<file path="config.mk">
export PLATFORM = sky130hd
export DESIGN_NAME = uart_tx_fifo
export DESIGN_NICKNAME = d
export VERILOG_FILES = /design/src/rtl/uart_tx_fifo.sv
export SDC_FILE = /design/constraint.sdc
export NUM_CORES = 1
export LEC_CHECK = 0
export CAP_MARGIN = 0
export CORE_UTILIZATION = 55
export DETAILED_ROUTE_END_ITERATION = 10
export PLACE_DENSITY_LB_ADDON = 0.1
export SKIP_CTS_REPAIR_TIMING = 1
export SYNTH_ARGS = -nofsm -noshare
export SYNTH_HDL_FRONTEND = slang
export SYNTH_SLANG_ARGS = --single-unit
export TNS_END_PERCENT = 100
</file>
<file path="constraint.sdc">
create_clock -name clk -period 2.7 [get_ports clk]
set_input_delay 0.27 -clock clk [delete_from_list [all_inputs] [get_ports clk]]
set_output_delay 0.27 -clock clk [all_outputs]
set_load 0.05 [all_outputs]
</file>
<file path="src/rtl/uart_tx_fifo.sv">
// 8N1 UART transmitter fed from an internal byte FIFO.
// Bit timing comes from an external baud generator gated by bps_en.
module uart_tx_fifo #(
    parameter int DATA_W     = 8,
    parameter int FIFO_DEPTH = 16,
    parameter int ADDR_W     = 4
) (
    input  logic              clk,
    input  logic              RSTn,
    input  logic              clk_uart,
    input  logic              wr_en,
    input  logic [DATA_W-1:0] wr_data,
    output logic              TX_FIFO_FULL,
    output logic              TX_FIFO_EMPTY,
    output logic              TXD,
    output logic              bps_en,
    output logic              tx_busy,
    output logic              tx_done
);

    localparam int                CNT_W    = $clog2(DATA_W);
    localparam logic [CNT_W-1:0]  LAST_BIT = CNT_W'(DATA_W - 1);
    localparam logic [ADDR_W:0]   DEPTH_C  = (ADDR_W + 1)'(FIFO_DEPTH);

    typedef enum logic [1:0] {IDLE, START, DATA, STOP} state_t;

    logic [DATA_W-1:0] mem [FIFO_DEPTH];
    logic [ADDR_W-1:0] wr_ptr;
    logic [ADDR_W-1:0] rd_ptr;
    logic [ADDR_W:0]   count;
    logic [ADDR_W:0]   count_nxt;
    logic [DATA_W-1:0] head;
    logic              push;
    logic              pop;

    state_t            state;
    state_t            state_nxt;
    logic [DATA_W-1:0] shift;
    logic [DATA_W-1:0] shift_nxt;
    logic [CNT_W-1:0]  bit_cnt;
    logic [CNT_W-1:0]  bit_cnt_nxt;
    logic              txd_nxt;
    logic              done_nxt;

    // A push while full is dropped even if a pop frees a slot in the same clk.
    assign push = wr_en && !TX_FIFO_FULL;
    assign head = mem[rd_ptr];

    always_comb begin
        count_nxt = count;
        case ({push, pop})
            2'b10:   count_nxt = count + 1'b1;
            2'b01:   count_nxt = count - 1'b1;
            default: count_nxt = count;
        endcase
    end

    always_ff @(posedge clk) begin
        if (push)
            mem[wr_ptr] <= wr_data;
    end

    always_ff @(posedge clk or negedge RSTn) begin
        if (!RSTn) begin
            wr_ptr        <= '0;
            rd_ptr        <= '0;
            count         <= '0;
            TX_FIFO_FULL  <= 1'b0;
            TX_FIFO_EMPTY <= 1'b1;
        end else begin
            if (push)
                wr_ptr <= wr_ptr + 1'b1;
            if (pop)
                rd_ptr <= rd_ptr + 1'b1;
            count         <= count_nxt;
            TX_FIFO_FULL  <= (count_nxt == DEPTH_C);
            TX_FIFO_EMPTY <= (count_nxt == '0);
        end
    end

    always_ff @(posedge clk or negedge RSTn) begin
        if (!RSTn) begin
            state   <= IDLE;
            shift   <= '1;
            bit_cnt <= '0;
            TXD     <= 1'b1;
            tx_done <= 1'b0;
        end else begin
            state   <= state_nxt;
            shift   <= shift_nxt;
            bit_cnt <= bit_cnt_nxt;
            TXD     <= txd_nxt;
            tx_done <= done_nxt;
        end
    end

    // TXD is registered: each branch sets the level for the bit that begins next clk.
    always_comb begin
        state_nxt   = state;
        shift_nxt   = shift;
        bit_cnt_nxt = bit_cnt;
        txd_nxt     = TXD;
        done_nxt    = 1'b0;
        pop         = 1'b0;
        case (state)
            IDLE: begin
                txd_nxt = 1'b1;
                if (!TX_FIFO_EMPTY) begin
                    pop       = 1'b1;
                    shift_nxt = head;
                    state_nxt = START;
                    txd_nxt   = 1'b0;
                end
            end
            START: begin
                if (clk_uart) begin
                    state_nxt   = DATA;
                    bit_cnt_nxt = '0;
                    txd_nxt     = shift[0];
                end
            end
            DATA: begin
                if (clk_uart) begin
                    if (bit_cnt == LAST_BIT) begin
                        state_nxt = STOP;
                        txd_nxt   = 1'b1;
                    end else begin
                        shift_nxt   = {1'b1, shift[DATA_W-1:1]};
                        bit_cnt_nxt = bit_cnt + 1'b1;
                        txd_nxt     = shift[1];
                    end
                end
            end
            STOP: begin
                if (clk_uart) begin
                    done_nxt = 1'b1;
                    // Chain straight into the next start bit so bps_en never drops.
                    if (!TX_FIFO_EMPTY) begin
                        pop       = 1'b1;
                        shift_nxt = head;
                        state_nxt = START;
                        txd_nxt   = 1'b0;
                    end else begin
                        state_nxt = IDLE;
                        txd_nxt   = 1'b1;
                    end
                end
            end
            default: begin
                state_nxt = IDLE;
                txd_nxt   = 1'b1;
            end
        endcase
    end

    assign bps_en  = (state == START) || (state == DATA) || (state == STOP);
    assign tx_busy = (state != IDLE);

endmodule
</file>
Word level (Yosys, flattened, before mapping)
Memory sizes are Yosys's and may differ from the RTL's.
Index checks and enable logic that the tools add are counted.
{"block": "op_classes", "addsub": 5, "n_eq_ne": 13, "n_mux": 30, "n_reduce_logical": 13}
{"operator": "two-way mux 8 bit", "count": 4}
{"operator": "one-hot mux 8 bit (3 select lines)", "count": 1}
{"operator": "two-way mux 1 bit", "count": 12}
{"operator": "inequality test 2 bit, second input constant", "count": 6}
{"operator": "two-way mux 2 bit", "count": 5}
{"operator": "one-hot mux 5 bit (2 select lines)", "count": 1}
{"operator": "two-way mux 3 bit", "count": 3}
{"operator": "adder 4 x 1 -> 4 bit, second input constant", "count": 2}
{"operator": "one-hot mux 2 bit (4 select lines)", "count": 1}
{"operator": "AND reduction 4 bit", "count": 2}
{"operator": "equality test 2 bit, second input constant", "count": 3}
{"operator": "one-hot mux 3 bit (2 select lines)", "count": 1}
{"operator": "adder 5 x 1 -> 5 bit, second input constant", "count": 1}
{"operator": "equality test 5 bit, second input constant", "count": 1}
{"operator": "zero test 5 bit", "count": 1}
{"operator": "AND reduction 5 bit", "count": 1}
{"operator": "subtractor 5 x 1 -> 5 bit, second input constant", "count": 1}
{"operator": "equality test 2 x 1 -> 1 bit, second input constant", "count": 2}
{"operator": "one-hot mux 1 bit (4 select lines)", "count": 1}
{"operator": "nonzero test 2 bit", "count": 2}
{"operator": "adder 3 x 1 -> 3 bit, second input constant", "count": 1}
{"operator": "equality test 3 bit, second input constant", "count": 1}
{"operator": "AND reduction 3 bit", "count": 1}
{"operator": "nonzero test 3 bit", "count": 1}
{"operator": "other kinds (5)", "count": 6}
{"block": "word_totals", "ff_bits": 30, "ramBits": 128, "input_bits": 12, "output_inout_bits": 6, "wordCells": 72, "n_memories": 1}
{"memory": "mem", "depth": 16, "word_bits": 8, "rd": 1, "rd_ports_with_merged_regs": 0, "write_ports": 1, "line": "27", "text": "logic [DATA_W-1:0] mem [FIFO_DEPTH];"}

Longest topological paths before layout
Gate-level depths: netlist (run 1).
{"block": "logic_depth", "word_depth": 6, "depth_mapped": 11, "mapped_depth_nobuf": 11}

Worst setup path after synthesis (run 1)
OpenSTA, ideal clock, no wires.
{"block": "synth_path", "kind": "register -> register", "start": "register state[0]", "end": "register TX_FIFO_EMPTY", "setup_time_ps": 96, "t_arrival_ps": 2781, "required_ps": 2604, "setup_slack_ps": -178, "path_stages_with_launch": 12, "path_buffers": 1, "synth_period_minus_slack_ps": 2878, "path_cell_list": "dfrtp_1 inv_1 ha_1 or2_2 nor2_1 ha_1 clkbuf_1 a211o_1 nor4_1 nor3_1 nand3b_1 nor4bb_1"}
{"block": "synth_via", "elab_chain_len": 5, "elab_cells_between_ends": 7, "cone_classes": "eq/ne: 3; mux: 2; reduce/logical: 2"}
{"element": "from (decl)", "line": "36", "text": "state_t state;"}
{"element": "from (signal assigned)", "line": "89", "text": "state <= state_nxt;"}
{"element": "equality test 2 bit or zero test 2 bit (tied branches)", "line": "105", "text": "case (state)"}
{"element": "one-hot mux 1 bit (2 select lines) *", "line": "105"}
{"element": "equality test 2 x 1 -> 1 bit or equality test 2 bit (tied branches)", "line": "51", "text": "case ({push, pop})"}
{"element": "one-hot mux 5 bit (2 select lines) *", "line": "51"}
{"element": "zero test 5 bit *", "line": "77", "text": "TX_FIFO_EMPTY <= (count_nxt == '0);"}
{"element": "to (signal assigned)", "line": "77"}
{"element": "to (decl)", "line": "14", "text": "output logic TX_FIFO_EMPTY,"}
Mark *: on every way between the ends. The rest lies on a longest branch, timed or not.
A chain may end at the register's enable or synchronous reset.

Worst setup path after layout (run 1)
{"block": "layout_path", "start": "register state[1]", "end": "register TX_FIFO_EMPTY"}
Same word-level chain as after synthesis.

==> flow_metrics.py, run 1 <==
metrics = {
    "outcome": {
        "outcome": "finished with violations",
        "violations": "DRC",
    },
    "synthesis": {
        "synthArstFlopShare_pct": 19.0,
        "synth_flop_cell": "edfxtp_1",
        "synth.top_cell.area_share_pct": 58.1,
        "yosysWarnings": 0,
        "syn_area_mm2": 0.00662,
        "seq_area_frac_synth_pct": 69.6,
        "ys_top_cells_by_area": "edfxtp_1 (58%), mux4_2 (10%), dfrtp_1 (7.6%), dfstp_2 (4.0%), ha_1 (2.6%)",
        "synth_nets": 415,
        "synth_edf_count": 128,
        "ys_types": 43,
        "synth-seq-cells": 158,
        "synth_top_cell_by_area": "edfxtp_1",
        "avgSynthCellArea_um2": 17.0,
        "syn_inst": 389,
    },
    "worst_hold_path": {
        "hold_class": "in2async",
    },
    "layout": {
        "final_nets": 458,
        "mostFrequentLayoutCells": "edfxtp_1 (128), mux4_2 (30), a21oi_1 (26)",
        "fillers": 783,
        "drive_above_1_share_pct": 25.8,
        "layout_commonest_cell": "edfxtp_1",
        "antenna_cells": 0,
        "final_area_mm2": 0.00771,
        "area_growth_pct": 16.5,
    },
    "clock_network": {
        "cts_buffer_depth": 2,
        "cts_buffers": 17,
        "tritoncts": "done",
        "clock_sinks": 158,
        "root_buffer": "clkbuf_16",
        "cts_max_level": 4,
        "worstSkewPairLatency_ns": 0.42,
        "path_clk_slew_ns": 0.06,
    },
    "detailed_routing": {
        "dr.pass1.iters": 7,
        "wirelength_um": 12700,
        "antenna_left": 0,
        "drt_iter0_drc": 347,
        "post_drt_wl_per_cell_um": 21.7,
        "viasPerCell": 6.02,
        "via_count": 3538,
        "drc_errors": 1,
    },
    "sta": {
        "slew_headroom_pct": 58.2,
        "tns_ns": 0,
        "finalMaxSlewViolations": 0,
        "period_minus_slack_ns": 2.59,
        "whs_ns": 0.246,
        "setup_viol": 0,
        "tightest_slew_ns": 0.621,
        "max_freq_mhz": 386,
        "hold_viol": 0,
        "finClkSkew_ns": 0.00798,
        "finalCritPeriodShare_pct": 95.9,
        "grt_setup_unrepaired": "yes",
    },
    "floorplanning": {
        "rows": 39,
        "core_mm2": 0.0116,
        "num_io_pins": 18,
        "die-area_mm2": 0.0125,
        "die_w_um": 112,
        "start_util_pct": 57.2,
        "die_h_um": 112,
    },
    "critical_path": {
        "cp-start-kind": "flop",
        "startpoint": "state[1]$_DFFE_PN0P_",
        "rrSetupSlack_ns": 0.11,
        "crit_path_end_kind": "flop",
        "r2r_cells": 11,
        "crit_path_end": "TX_FIFO_EMPTY$_DFF_PN1_",
        "cp_max_fo": 5,
        "rr_endpoint": "TX_FIFO_EMPTY$_DFF_PN1_",
        "r2r_start": "state[1]$_DFFE_PN0P_",
        "cp.required_ns": 3.03,
        "worstPathArrival_ns": 2.92,
        "worstSetupPathType": "reg2reg",
    },
    "power_and_ir_drop": {
        "powerDensity_mw_per_mm2": 1170,
        "vdd_drop_max_uv": 942,
        "p_leak_nw": 2.69,
    },
    "placement": {
        "numPortBuffers": 17,
        "post_dp_cell_area_mm2": 0.00702,
        "gp_congestion": 0.810,
        "dp_hpwl_um": 8200,
    },
    "global_route": {
        "grt_pass1_vias": 3587,
        "track_usage_pct": 22.5,
        "grt_max_degree": 31,
        "grt-ovfl-total": 0,
        "grt_pass1_wl_um": 20100,
        "grt_antenna_before_repair": 0,
    },
    "job": {
        "drv_cap": 0,
    },
}
synthesized netlist by cell type (2+ instances only):
master / count
clkbuf_1: 7
nor3_1: 4
buf_2: 3
nand2_1: 12
nor3b_1: 2
a21oi_1: 27
nand3b_1: 2
ha_1: 14
nand4_1: 2
mux4_2: 30
mux2_2: 3
o21ai_0: 11
dfrtp_1: 20
a21o_1: 3
o31ai_1: 2
xnor2_1: 7
and3_1: 2
edfxtp_1: 128
nor2b_1: 6
nand2b_1: 2
a22oi_1: 14
mux4_1: 3
a31oi_1: 3
buf_4: 3
nor2_1: 21
nand3_1: 4
inv_1: 8
a211o_1: 2
buf_6: 4
and2_1: 18
dfstp_2: 10
through the flow:
stage | total power (W) | instances | util, % | worst slack, ns
final | 0.00901 | 588 | 66.7 | 0.111
after global routing | 0.00951 | 588 | 66.7 | -0.0531
after CTS | 0.00880 | 582 | 65.6 | -0.0448
after detailed placement | 0.00652 | 550 | 60.7 | -0.0194
after global placement | 0.00646 | 550 | 60.7 | 0.0909
after floorplan | 0.00565 | 389 | - | 0.00515
worst max-delay path, stage by stage (launching register included):
cell and delay (ns):
dfrtp_2 0.45, inv_2 0.09, ha_4 0.22, nor2_4 0.09, nand3_2 0.11, xnor2_2 0.16
ha_2 0.19, a211o_1 0.28, nor4_2 0.29, nor3_1 0.10, nand3b_1 0.19, nor4bb_1 0.31
metal layers:
layer | share of wire, % | up-vias | GRT usage, %
li1 | - | 1623 | -
met1 | 46 | 1798 | 32.2
met2 | 47 | 102 | 33.4
met3 | 5.7 | 15 | 6.70
met4 | 1.0 | 0 | 7.48
met5 | 0 | - | 0
area by class of cell:
type	count	area [um^2]	share of cell area (%)
clock inverters	13	130	1.69
repair buffers	41	367	4.75
well taps	143	179	2.32
inverters	8	30.0	0.389
flip-flops and latches	158	4610	59.8
multi-input cells	206	1960	25.4
clock buffers	19	433	5.62
worst min path at each step:
stage	cells past startpoint	slack (ns)	endpoint	from
2_1_floorplan	0	-0.03	TX_FIFO_FULL$_DFF_PN0_	RSTn
3_3_place_gp	2	0.47	bit_cnt[1]$_DFFE_PN0P_	bit_cnt[1]$_DFFE_PN0P_
3_5_place_dp	2	0.48	bit_cnt[2]$_DFFE_PN0P_	bit_cnt[2]$_DFFE_PN0P_
4_1_cts	2	0.25	count[3]$_DFF_PN0_	RSTn
5_1_grt	2	0.27	bit_cnt[0]$_DFFE_PN0P_	RSTn
6_report	2	0.25	bit_cnt[0]$_DFFE_PN0P_	RSTn
registers in the layout, summed over array words and instances (netlist names):
name           flops
rd_ptr             4
bit_cnt            3
mem              128
count              5
TXD                1
TX_FIFO_EMPTY      1
tx_done            1
state              2
shift              8
TX_FIFO_FULL       1
wr_ptr             4
logic make-up after synthesis:
family	after synthesis	synth area share, %
AO/OA/AOI/OAI	67	6.20
XOR/XNOR	8	1.06
adder cells (fa/ha/maj)	14	2.65
buffers and inverters	25	2.10
flip-flops	158	69.6
multiplexers	37	12.1
AND/OR/NAND/NOR	80	6.33
where the power goes:
part | internal [W] | total [W] | leakage, nW | switching, W
combinational | 0.00156 | 0.00331 | 0.906 | 0.00175
clock | 0.00129 | 0.00227 | 0.279 | 0.000981
sequential | 0.00312 | 0.00343 | 1.50 | 0.000316
(Power assumes the default switching activity.)
==> run 2, diff against run 1 <==
Clock period 2.7 ns to 2.2 ns, I/O delays scaled along.
==> run 2 against run 1 <==
  * Critical endpoint is now TX_FIFO_FULL$_DFF_PN0_
  * Sequential cell count unchanged
  * Cell count is 3.2% higher
  * First-iteration DRC count fell by 19%
  * Critical path type unchanged
  * Clock-buffer cell count unchanged
  * Critical path depth down 1
  * Highest routed layer unchanged
  * The flow finishes with violations (setup timing)
==> flow_metrics.py, run 2 (same netlist as run 1, synthesis figures left out) <==
metrics = {
    "sta": {
        "finClkSkew_ns": 0.00800,
        "finalCritPeriodShare_pct": 114,
        "finalWorstSetupSlack_ns": -0.299,
        "period_minus_slack_ns": 2.50,
        "hold_viol": 0,
        "slew_headroom_pct": 60.3,
        "max_freq_mhz": 400,
        "finalMaxSlewViolations": 0,
        "grt_setup_unrepaired": "yes",
        "setup_viol": 4,
        "tightest_slew_ns": 0.594,
    },
    "placement": {
        "dp_hpwl_um": 8310,
        "dp_cells": 573,
        "numPortBuffers": 17,
        "post_dp_cell_area_mm2": 0.00734,
        "gp_congestion": 0.835,
    },
    "critical_path": {
        "cpMaxStageDelayCell": "dfrtp_1",
        "crit_family": "compound AO/OA/AOI/OAI gates",
        "crit_cells": 10,
        "cp_slowest_stage_delay_ns": 0.41,
        "r2r_cells": 10,
        "crit_path_end_kind": "flop",
        "worstSetupPathType": "reg2reg",
        "cp.required_ns": 2.53,
        "cp_num_buf_inv": 0,
        "path_cells": "ha_1 > a21o_1 > nand3_4 > xnor2_2 > ha_2 > nor2b_1 > a31oi_1 > or3_1 > a21o_1 > a211oi_2",
        "cp_max_fo": 4,
        "worstPathArrival_ns": 2.82,
        "cpMostUsedCell": "a21o_1",
        "cp-start-kind": "flop",
    },
    "layout": {
        "final_util_pct": 69.5,
        "final_area_mm2": 0.00804,
        "reg_top3": "mem: 128 flops, shift: 8 flops, count: 5 flops",
        "largest_reg_flops": 128,
        "antenna_cells": 0,
        "layout_commonest_cell": "edfxtp_1",
        "regMostFlops": "mem",
        "fin_cells": 607,
        "drive_above_1_share_pct": 29.7,
        "mostFrequentLayoutCells": "edfxtp_1 (128), buf_4 (35), mux4_2 (30)",
        "area_growth_pct": 21.4,
        "final_nets": 479,
    },
    "clock_network": {
        "root_buffer": "clkbuf_16",
        "cts_max_level": 4,
        "cts_buffer_depth": 2,
        "clock_sinks": 158,
        "worstSkewPairLatency_ns": 0.42,
        "cts_buffers": 17,
        "path_clk_slew_ns": 0.06,
        "tritoncts": "done",
    },
    "global_route": {
        "grt_antenna_before_repair": 0,
        "track_usage_pct": 22.3,
        "grt-ovfl-total": 0,
        "grt_pass1_vias": 3630,
        "grt_pass1_wl_um": 20100,
        "grt_max_degree": 36,
    },
    "detailed_routing": {
        "wirelength_um": 12700,
        "antenna_left": 0,
        "viasPerCell": 5.87,
        "drc_errors": 0,
        "dr.pass1.iters": 4,
        "via_count": 3561,
        "drt_iter0_drc": 280,
        "post_drt_wl_per_cell_um": 20.9,
    },
    "power_and_ir_drop": {
        "p_leak_nw": 2.83,
        "powerDensity_mw_per_mm2": 1440,
        "vdd_drop_max_uv": 739,
    },
    "floorplanning": {
        "rows": 39,
        "die_w_um": 112,
        "die-area_mm2": 0.0125,
        "core_mm2": 0.0116,
        "num_io_pins": 18,
        "die_h_um": 112,
        "start_util_pct": 57.2,
    },
    "outcome": {
        "violations": "setup timing",
        "outcome": "finished with violations",
    },
    "job": {
        "drv_cap": 0,
    },
    "worst_hold_path": {
        "hold_class": "in2async",
    },
}
-- run 2: changes by cell type in the layout (fill, tap and decap cells not counted), sizes merged --
| cell | change |
|---|---|
| buf | +21 |
| bufinv | +2 |
| dlymetal6s2s | +2 |
| clkdlybuf4s50 | -2 |
| clkinvlp | +2 |
| inv | -6 |
-- run 2: routing by layer --
metal  GRT usage (%)  vias to the layer above  wire length (um)
li1                -                     1651                 -
met1            32.3                     1834              5960
met2            33.2                       60              6100
met3            5.88                       16               432
met4            7.66                        0               177
met5               0                        -                 0
-- run 2: layout make-up --
class,count,area (um^2)
Sequential cell,158,4610
Fill cell,771,3530
Multi-Input combinational cell,206,2010
Timing Repair Buffer,62,629
Clock buffer,19,433
Tap cell,143,179
Clock inverter,11,145
Inverter,8,30.0
-- run 2: report_power, final --
| part | internal, W | leakage (nW) | switching, W |
|---|---|---|---|
| sequential | 0.00383 | 1.50 | 0.000333 |
| clock | 0.00177 | 0.276 | 0.00108 |
| combinational | 0.00220 | 1.05 | 0.00234 |
-- run 2: worst reg2reg max path, cell delays in order (launching register included) --
cell,delay [ns]
dfrtp_1,0.41
ha_1,0.23
a21o_1,0.22
nand3_4,0.10
xnor2_2,0.11
ha_2,0.22
nor2b_1,0.18
a31oi_1,0.13
or3_1,0.38
a21o_1,0.21
a211oi_2,0.21
-- run 2: metrics by stage --
step                      setup WS [ns]  hold WS [ns]  TNS, ns  power (W)
after floorplan                  -0.259       -0.0756   -0.559    0.00706
after global placement           -0.224         0.467   -0.474    0.00838
after detailed placement         -0.329         0.486   -0.810    0.00848
after CTS                        -0.357         0.229    -1.07     0.0113
after global routing             -0.406         0.258    -1.27     0.0122
final                            -0.299         0.223   -0.839     0.0116
-- run 2: worst paths after layout --
check                      slack [ns]                    from                      end
setup reg to reg                -0.30    state[0]$_DFFE_PN0P_   TX_FIFO_FULL$_DFF_PN0_
min in group clk                 0.49  bit_cnt[1]$_DFFE_PN0P_   bit_cnt[1]$_DFFE_PN0P_
max in group asynchronous        1.65                    RSTn  TX_FIFO_EMPTY$_DFF_PN1_
hold reg to reg                  0.49  bit_cnt[1]$_DFFE_PN0P_   bit_cnt[1]$_DFFE_PN0P_
setup / recovery                -0.30    state[0]$_DFFE_PN0P_   TX_FIFO_FULL$_DFF_PN0_
hold / removal                   0.22                    RSTn        tx_done$_DFF_PN0_
==> run 3, diff against run 2 <==
--- a/config.mk
+++ b/config.mk
@@ -6,4 +6,5 @@
 export NUM_CORES = 1
 export LEC_CHECK = 0
+export ABC_CLOCK_PERIOD_IN_PS = 2200
 export CAP_MARGIN = 0
 export CORE_UTILIZATION = 55
==> constraint.sdc (replaced) <==
create_clock -name clk -period 2.2 [get_ports clk]
set_input_delay 0.22 -clock clk [delete_from_list [all_inputs] [get_ports clk]]
set_output_delay 0.22 -clock clk [all_outputs]
set_load 0.1 [all_outputs]
==> run 3 against run 2 <==
  * The run ends with DRC, setup timing left
  * Clock power is 3% lower
  * Via count up 1.4%
  * Clock-buffer cell count shrank 1
  * Combinational power up 4.4%
  * Global-route usage decreased by 0.087 points
  * Register-to-register slack got worse by 0.03 ns
  * Setup slack lost 0.026 ns
  * Critical endpoint unchanged
==> flow_metrics.py, run 3 (same netlist as run 1, synthesis figures left out) <==
metrics = {
    "outcome": {
        "outcome": "finished with violations",
        "violations": "DRC, setup timing",
    },
    "global_route": {
        "grt_antenna_before_repair": 0,
        "grt_max_degree": 36,
        "track_usage_pct": 22.2,
        "grt_pass1_wl_um": 19900,
        "grt_pass1_vias": 3618,
        "grt-ovfl-total": 0,
    },
    "sta": {
        "tightest_slew_ns": 0.607,
        "finalWorstSetupSlack_ns": -0.325,
        "finalCritPeriodShare_pct": 115,
        "finalMaxSlewViolations": 0,
        "max_freq_mhz": 396,
        "period_minus_slack_ns": 2.52,
        "finClkSkew_ns": 0.00925,
        "hold_viol": 0,
        "grt_setup_unrepaired": "yes",
        "slew_headroom_pct": 59.5,
        "whs_ns": 0.185,
        "setup_viol": 4,
    },
    "critical_path": {
        "startpoint": "state[0]$_DFFE_PN0P_",
        "crit_path_end": "TX_FIFO_FULL$_DFF_PN0_",
        "path_cells": "inv_2 > ha_4 > buf_6 > or2_4 > nor2_4 > ha_4 > buf_4 > buf_6 > or3_4 > a21o_1 > a211oi_2",
        "r2r_cells": 11,
        "rr_endpoint": "TX_FIFO_FULL$_DFF_PN0_",
        "crit_cells": 11,
        "cpMaxStageDelayCell": "dfrtp_1",
        "worstSetupPathType": "reg2reg",
        "cp_slowest_stage_delay_ns": 0.40,
        "r2r_start": "state[0]$_DFFE_PN0P_",
        "crit_family": "simple AND/OR/NAND/NOR gates",
        "cp.required_ns": 2.53,
        "worstPathArrival_ns": 2.86,
        "cp-start-kind": "flop",
        "cp_max_fo": 7,
        "crit_path_end_kind": "flop",
        "rrSetupSlack_ns": -0.32,
        "cp_num_buf_inv": 4,
    },
    "clock_network": {
        "cts_max_level": 4,
        "tritoncts": "done",
        "cts_buffers": 17,
        "worstSkewPairLatency_ns": 0.42,
        "root_buffer": "clkbuf_16",
        "cts_buffer_depth": 2,
        "clock_sinks": 158,
        "path_clk_slew_ns": 0.06,
    },
    "placement": {
        "post_dp_cell_area_mm2": 0.00737,
        "gp_congestion": 0.812,
        "post-place-ws_ns": -0.340,
        "dp_hpwl_um": 8320,
        "numPortBuffers": 17,
    },
    "floorplanning": {
        "die-area_mm2": 0.0125,
        "die_h_um": 112,
        "core_mm2": 0.0116,
        "num_io_pins": 18,
        "rows": 39,
        "die_w_um": 112,
        "start_util_pct": 57.2,
    },
    "layout": {
        "final_nets": 484,
        "fillers": 756,
        "final_area_mm2": 0.00806,
        "final_util_pct": 69.7,
        "antenna_cells": 0,
        "reg_top3": "mem: 128 flops, shift: 8 flops, count: 5 flops",
        "drive_above_1_share_pct": 33.3,
        "area_growth_pct": 21.8,
        "mostFrequentLayoutCells": "edfxtp_1 (128), buf_4 (43), mux4_2 (30)",
        "regMostFlops": "mem",
        "layout_commonest_cell": "edfxtp_1",
        "largest_reg_flops": 128,
    },
    "power_and_ir_drop": {
        "p_clk_share_pct": 23.6,
        "powerDensity_mw_per_mm2": 1450,
        "pwr-share-seq_pct": 35.8,
        "vdd_drop_max_uv": 1180,
        "intPower_w": 0.00767,
        "switching_share_pct": 34.4,
        "combinationalPowerShare_pct": 40.6,
        "p_leak_nw": 2.86,
        "p_sw_w": 0.00402,
        "power.total_w": 0.0117,
    },
    "detailed_routing": {
        "wirelength_um": 12500,
        "drt_iter0_drc": 302,
        "dr.pass1.iters": 8,
        "viasPerCell": 5.88,
        "antenna_left": 0,
        "drc_errors": 1,
        "via_count": 3612,
        "post_drt_wl_per_cell_um": 20.3,
    },
    "job": {
        "drv_cap": 0,
    },
    "worst_hold_path": {
        "hold_class": "in2async",
    },
}
## run 3: worst min path at each step
| stage | start | to | slack (ns) | cells past startpoint |
|---|---|---|---|---|
| floorplan | RSTn | bit_cnt[0]$_DFFE_PN0P_ | -0.08 | 0 |
| global placement | bit_cnt[1]$_DFFE_PN0P_ | bit_cnt[1]$_DFFE_PN0P_ | 0.47 | 2 |
| detailed placement | bit_cnt[1]$_DFFE_PN0P_ | bit_cnt[1]$_DFFE_PN0P_ | 0.48 | 2 |
| CTS | RSTn | bit_cnt[2]$_DFFE_PN0P_ | 0.18 | 2 |
| global route | RSTn | bit_cnt[2]$_DFFE_PN0P_ | 0.20 | 2 |
| finish | RSTn | bit_cnt[2]$_DFFE_PN0P_ | 0.19 | 2 |
## run 3: worst register-to-register path, cell delays in order (launching register included)
cell,delay [ns]
dfrtp_1,0.40
inv_2,0.09
ha_4,0.21
buf_6,0.11
or2_4,0.25
nor2_4,0.12
ha_4,0.23
buf_4,0.13
buf_6,0.13
or3_4,0.39
a21o_1,0.20
a211oi_2,0.18
## run 3: layer usage
metal / vias to the layer above / part of all wire [%] / track usage [%]
met3: 10 / 4.7 / 6.04
met2: 86 / 49 / 34.2
met1: 1847 / 45 / 31.5
li1: 1669 / - / -
met5: - / 0 / 0
met4: 0 / 1.1 / 6.49
## run 3: power by group through the flow
| stage | Combinational [W] | Clock (W) | Sequential [W] |
|---|---|---|---|
| global placement | 0.00433 | 0 | 0.00421 |
| floorplan | 0.00303 | 0 | 0.00423 |
| global route | 0.00514 | 0.00295 | 0.00424 |
| CTS | 0.00443 | 0.00282 | 0.00417 |
| detailed placement | 0.00441 | 0 | 0.00423 |
| finish | 0.00474 | 0.00276 | 0.00418 |
## run 3: layout make-up
cell class              count  area, um^2  share of cell area [%]
repair buffers             67         658                    8.16
multi-input cells         206        2010                    25.0
clock buffers              18         429                    5.32
flip-flops and latches    158        4620                    57.3
inverters                   8        32.5                   0.404
well taps                 143         179                    2.22
clock inverters            14         131                    1.63
## run 3: through the flow
step,setup TNS [ns],cells
2_1_floorplan,-0.630,389
3_3_place_gp,-0.804,576
6_report,-1.10,614
3_5_place_dp,-1.12,576
5_1_grt,-1.58,614
4_1_cts,-1.19,608
